==> src/rtl/alu_cmd_seq.sv <==
// Command sequencer in front of a multi-unit ALU: registers operands/opcode, waits for the
// selected unit's valid flag (or a timeout) and returns one captured response per command.
module alu_cmd_seq #(
    parameter int unsigned WIDTH   = 16,
    parameter int unsigned LAT     = 1,
    parameter int unsigned TIMEOUT = 15
) (
    input  logic             clk,
    input  logic             rst,
    input  logic             cmd_valid,
    output logic             cmd_ready,
    input  logic [3:0]       cmd_fun,
    input  logic [WIDTH-1:0] cmd_a,
    input  logic [WIDTH-1:0] cmd_b,
    output logic [WIDTH-1:0] A,
    output logic [WIDTH-1:0] B,
    output logic [3:0]       ALU_FUN,
    input  logic [WIDTH-1:0] Arith_OUT,
    input  logic [WIDTH-1:0] Logic_OUT,
    input  logic [WIDTH-1:0] CMP_OUT,
    input  logic [WIDTH-1:0] Shift_OUT,
    input  logic             Carry_OUT,
    input  logic             Arith_Flag,
    input  logic             Logic_Flag,
    input  logic             CMP_Flag,
    input  logic             Shift_Flag,
    output logic             rsp_valid,
    input  logic             rsp_ready,
    output logic [WIDTH-1:0] rsp_data,
    output logic             rsp_carry,
    output logic             rsp_err,
    output logic [7:0]       op_count
);

    localparam int unsigned   CW    = (TIMEOUT > 0) ? $clog2(TIMEOUT + 1) : 1;
    localparam logic [CW-1:0] TO_C  = CW'(TIMEOUT);
    // A latency beyond the timeout is clamped so the counter compare stays in range.
    localparam logic [CW-1:0] LAT_C = (LAT > TIMEOUT) ? TO_C : CW'(LAT);

    typedef enum logic [1:0] {
        StIdle,
        StWait,
        StResp
    } state_t;

    state_t          state;
    logic [CW-1:0]   wait_cnt;
    logic [WIDTH-1:0] sel_out;
    logic            sel_flag;
    logic            sel_arith;

    always_comb begin
        sel_out  = Arith_OUT;
        sel_flag = Arith_Flag;
        case (ALU_FUN[3:2])
            2'b00: begin
                sel_out  = Arith_OUT;
                sel_flag = Arith_Flag;
            end
            2'b01: begin
                sel_out  = Logic_OUT;
                sel_flag = Logic_Flag;
            end
            2'b10: begin
                sel_out  = CMP_OUT;
                sel_flag = CMP_Flag;
            end
            default: begin
                sel_out  = Shift_OUT;
                sel_flag = Shift_Flag;
            end
        endcase
    end

    assign sel_arith = (ALU_FUN[3:2] == 2'b00);

    always_ff @(posedge clk or negedge rst) begin
        if (!rst) begin
            state     <= StIdle;
            cmd_ready <= 1'b0;
            A         <= '0;
            B         <= '0;
            ALU_FUN   <= '0;
            wait_cnt  <= '0;
            rsp_valid <= 1'b0;
            rsp_data  <= '0;
            rsp_carry <= 1'b0;
            rsp_err   <= 1'b0;
            op_count  <= '0;
        end else begin
            case (state)
                StIdle: begin
                    // cmd_ready is registered, so it first rises one edge after reset release.
                    cmd_ready <= 1'b1;
                    rsp_valid <= 1'b0;
                    if (cmd_valid && cmd_ready) begin
                        A         <= cmd_a;
                        B         <= cmd_b;
                        ALU_FUN   <= cmd_fun;
                        wait_cnt  <= '0;
                        cmd_ready <= 1'b0;
                        state     <= StWait;
                    end
                end
                StWait: begin
                    if (wait_cnt != TO_C) begin
                        wait_cnt <= wait_cnt + CW'(1);
                    end
                    if ((wait_cnt >= LAT_C) && sel_flag) begin
                        rsp_data  <= sel_out;
                        rsp_carry <= sel_arith ? Carry_OUT : 1'b0;
                        rsp_err   <= 1'b0;
                        rsp_valid <= 1'b1;
                        state     <= StResp;
                    end else if (wait_cnt == TO_C) begin
                        rsp_data  <= '0;
                        rsp_carry <= 1'b0;
                        rsp_err   <= 1'b1;
                        rsp_valid <= 1'b1;
                        state     <= StResp;
                    end
                end
                StResp: begin
                    if (rsp_ready) begin
                        rsp_valid <= 1'b0;
                        cmd_ready <= 1'b1;
                        op_count  <= op_count + 8'd1;
                        state     <= StIdle;
                    end
                end
                default: begin
                    cmd_ready <= 1'b0;
                    rsp_valid <= 1'b0;
                    state     <= StIdle;
                end
            endcase
        end
    end

endmodule
==> config.mk <==
export PLATFORM = sky130hd
export DESIGN_NAME = alu_cmd_seq
export DESIGN_NICKNAME = d
export VERILOG_FILES = /design/src/rtl/alu_cmd_seq.sv
export SDC_FILE = /design/constraint.sdc
export NUM_CORES = 1
export LEC_CHECK = 0
export ABC_AREA = 1
export CAP_MARGIN = 10
export CORE_MARGIN = 2
export CORE_UTILIZATION = 36
export CTS_CLUSTER_DIAMETER = 30
export DETAILED_ROUTE_END_ITERATION = 10
export GPL_TIMING_DRIVEN = 1
export PLACE_DENSITY = 0.8
export SYNTH_ARGS = -nofsm -noshare
export SYNTH_HDL_FRONTEND = slang
export SYNTH_SLANG_ARGS = --single-unit
==> constraint.sdc <==
create_clock -name clk -period 1.52 [get_ports clk]
set_clock_uncertainty 0.1 [all_clocks]
set_input_delay 0.304 -clock clk [delete_from_list [all_inputs] [get_ports clk]]
set_output_delay 0.304 -clock clk [all_outputs]
set_load 0.1 [all_outputs]
==> run_results.csv <==
group,metric,value,unit
outcome,status,"finished, violations left",
outcome,violations,"negative setup slack",
placed_design,dp_slack,-0.218,ns
timing,setup_viol,22,
clocking,clockBufferDepth,2,
clocking,cts_tree,"built",
routing,dr_wl_met2,5.60,mm
timing,timing.fmax,0.623,GHz
global_route,antenna_found_initial,0,
timing,whs,0.335,ns
global_route,grt_pass1_wl,16.6,mm
timing,period_minus_slack,1.61,ns
routing,wire_per_inst,14.2,µm
floorplan,boundaryPins,173,
critical_path,crit_required,1.65,ns
routing,drt_drc_violations_left,0,
critical_path,cp.arrival,1.74,ns
timing,drv_slew,0,
synth,syn_nets,537,
global_route,grt_usage,21.2,%
synth,synth.top_cells.by_area,"dfrtp_1 (52%), nand2_1 (26%), nand3_1 (3.4%), nand4_1 (3.0%), nand2_2 (2.1%)",
placed_design,gp_congestion,0.746,
floorplan,die_h,100,µm
synth,yosys_warnings,0,
synth,ys_seq_area_share,52.5,%
routing,drt_wl_total,10.5,mm
final_layout,final_cells,739,
critical_path,path_max_fanout,8,
timing,hold_viol,0,
routing,viasPerCell,4.77,
synth,postSynthAreaPerCell,7.88,µm²
floorplan,start_util,36.7,%
clocking,clkTransAtPathRegs,0.08,ns
routing,dr_wl_met3,525,µm
clocking,cts_buffers,9,
synth,synth.top_cell.area_share,52.5,%
placed_design,dp_cells,715,
routing,drt-pass1-iter-count,4,
global_route,grt_max_degree,35,
timing,rsz0062_at_grt,"true",
clocking,cts_max_level,3,
final_layout,nets,736,
critical_path,startpoint_type,"register",
critical_path,criticalPathCategory,"register to register",
routing,vias,3522,
synth,ys_ff_latch,70,
global_route,first_global_vias,3624,
routing,drtIter0Drc,142,
job,maxCapViolCount,0,
synth,yosys.area.top_type,"dfrtp_1",
clocking,cts_sinks,70,
min_path,worstHoldPathType,"input port to asynchronous set/reset pin",
timing,post-route-period-util,106,%
synth,synth_area,0.00334,mm²
final_layout,synthToLayoutAreaGrowth,91.8,%
final_layout,drive_above_1_share,27.1,%
timing,fin_tns_setup,-1.27,ns
final_layout,mostFrequentLayoutCell,"nand2_1",
final_layout,mostFrequentLayoutCells,"nand2_1 (214), clkdlybuf4s50_1 (107), buf_12 (70)",
final_layout,num_antenna_cells,0,
timing,maxSlewHeadroom,68.9,%
routing,highest_layer,"met4",
timing,worst_pin_slew,0.466,ns
floorplan,die_area,0.0101,mm²
timing,worst_slack,-0.0859,ns
floorplan,core,0.00911,mm²
synth,synth.distinct_cells,20,
placed_design,io_buffers,172,
global_route,globalRoute.totalOverflow,0,
clocking,insertion_delay,0.34,ns
routing,drt-met1-wl,3.99,mm
critical_path,cp-end-kind,"register",
floorplan,die_w,100,µm
synth,syn_inst,424,
clocking,cts_root_buffer,"clkbuf_8",
placed_design,dp.final_hpwl,8.05,mm
floorplan,num_rows,35,
routing,ant_nets,0,
worst max-delay path: stages, from the launching register on:
cell	delay, ns
dfrtp_1	0.40
buf_6	0.12
ha_4	0.12
inv_2	0.02
nand2_1	0.04
nor2_1	0.04
nor2_1	0.12
nand2_2	0.10
nand2_2	0.09
nand2_4	0.07
buf_8	0.16
nand2_2	0.06
nand2_1	0.05
stage by stage:
stage	utilization (%)	area [µm²]
floorplan	-	3400
global placement	66.4	6050
detailed placement	66.4	6050
CTS	69.6	6340
global route	70.3	6410
finish	70.3	6410
synth_stat cells:
| master | number |
|---|---|
| buf_2 | 2 |
| nor3_2 | 1 |
| nor2_4 | 3 |
| nand3b_1 | 3 |
| nor3_1 | 3 |
| inv_2 | 4 |
| inv_1 | 14 |
| buf_4 | 3 |
| nor2_1 | 10 |
| nand3_1 | 23 |
| ha_1 | 4 |
| o21ai_0 | 8 |
| nand4_1 | 16 |
| nand2_2 | 11 |
| xor2_1 | 4 |
| nand2_1 | 232 |
| buf_6 | 4 |
| dfrtp_1 | 70 |
| clkbuf_1 | 7 |
| xnor2_1 | 2 |
metal layers:
layer	vias up	global-route usage, %
li1	1725	-
met2	108	37.8
met3	30	4.46
met5	-	0
met4	0	10.4
met1	1659	23.8
worst paths after layout:
kind                              from          end  slack, ns  cells after the start
hold reg to reg                   B[3]         B[3]       0.44                      2
setup reg to reg           wait_cnt[0]  rsp_data[3]      -0.09                     12
setup / recovery           wait_cnt[0]  rsp_data[3]      -0.09                     12
max in group asynchronous          rst   ALU_FUN[3]       0.51                      3
min in group clk              cmd_b[6]         B[6]       0.40                      3
hold / removal                     rst  op_count[6]       0.34                      2
kinds of logic after synthesis:
| group | synth area share, % |
|---|---|
| fa+ha+maj | 1.50 |
| buf+inv | 5.13 |
| compound gates | 1.20 |
| xor+xnor | 1.57 |
| simple gates | 38.1 |
| flops | 52.5 |
flip-flops by register name (all words and copies together) (netlist names):
register	count
rsp_carry	1
rsp_err	1
ALU_FUN	4
B	16
state	2
rsp_data	16
op_count	8
A	16
wait_cnt	4
cmd_ready	1
rsp_valid	1
area by class of cell:
type	instances	area [µm²]
clock buffer	13	169
multi-input combinational	320	1520
clock inverter	3	17.5
timing repair buffer	204	2700
tap	111	139
fill	672	2700
sequential	70	1780
inverter	18	77.6
what timing repair did:
item | in CTS | in global routing
hold buffers | 1 | 0
setup endpoints to repair | 22 | 27
hold endpoints to repair | 26 | 0
pin swaps | 0 | 2
resized for setup | 20 | 20
buffers inserted | 4 | 3
Power is left out: the tool's default activity adds up to more than one toggle a clock period on the data nets, which glitch-free logic cannot reach.
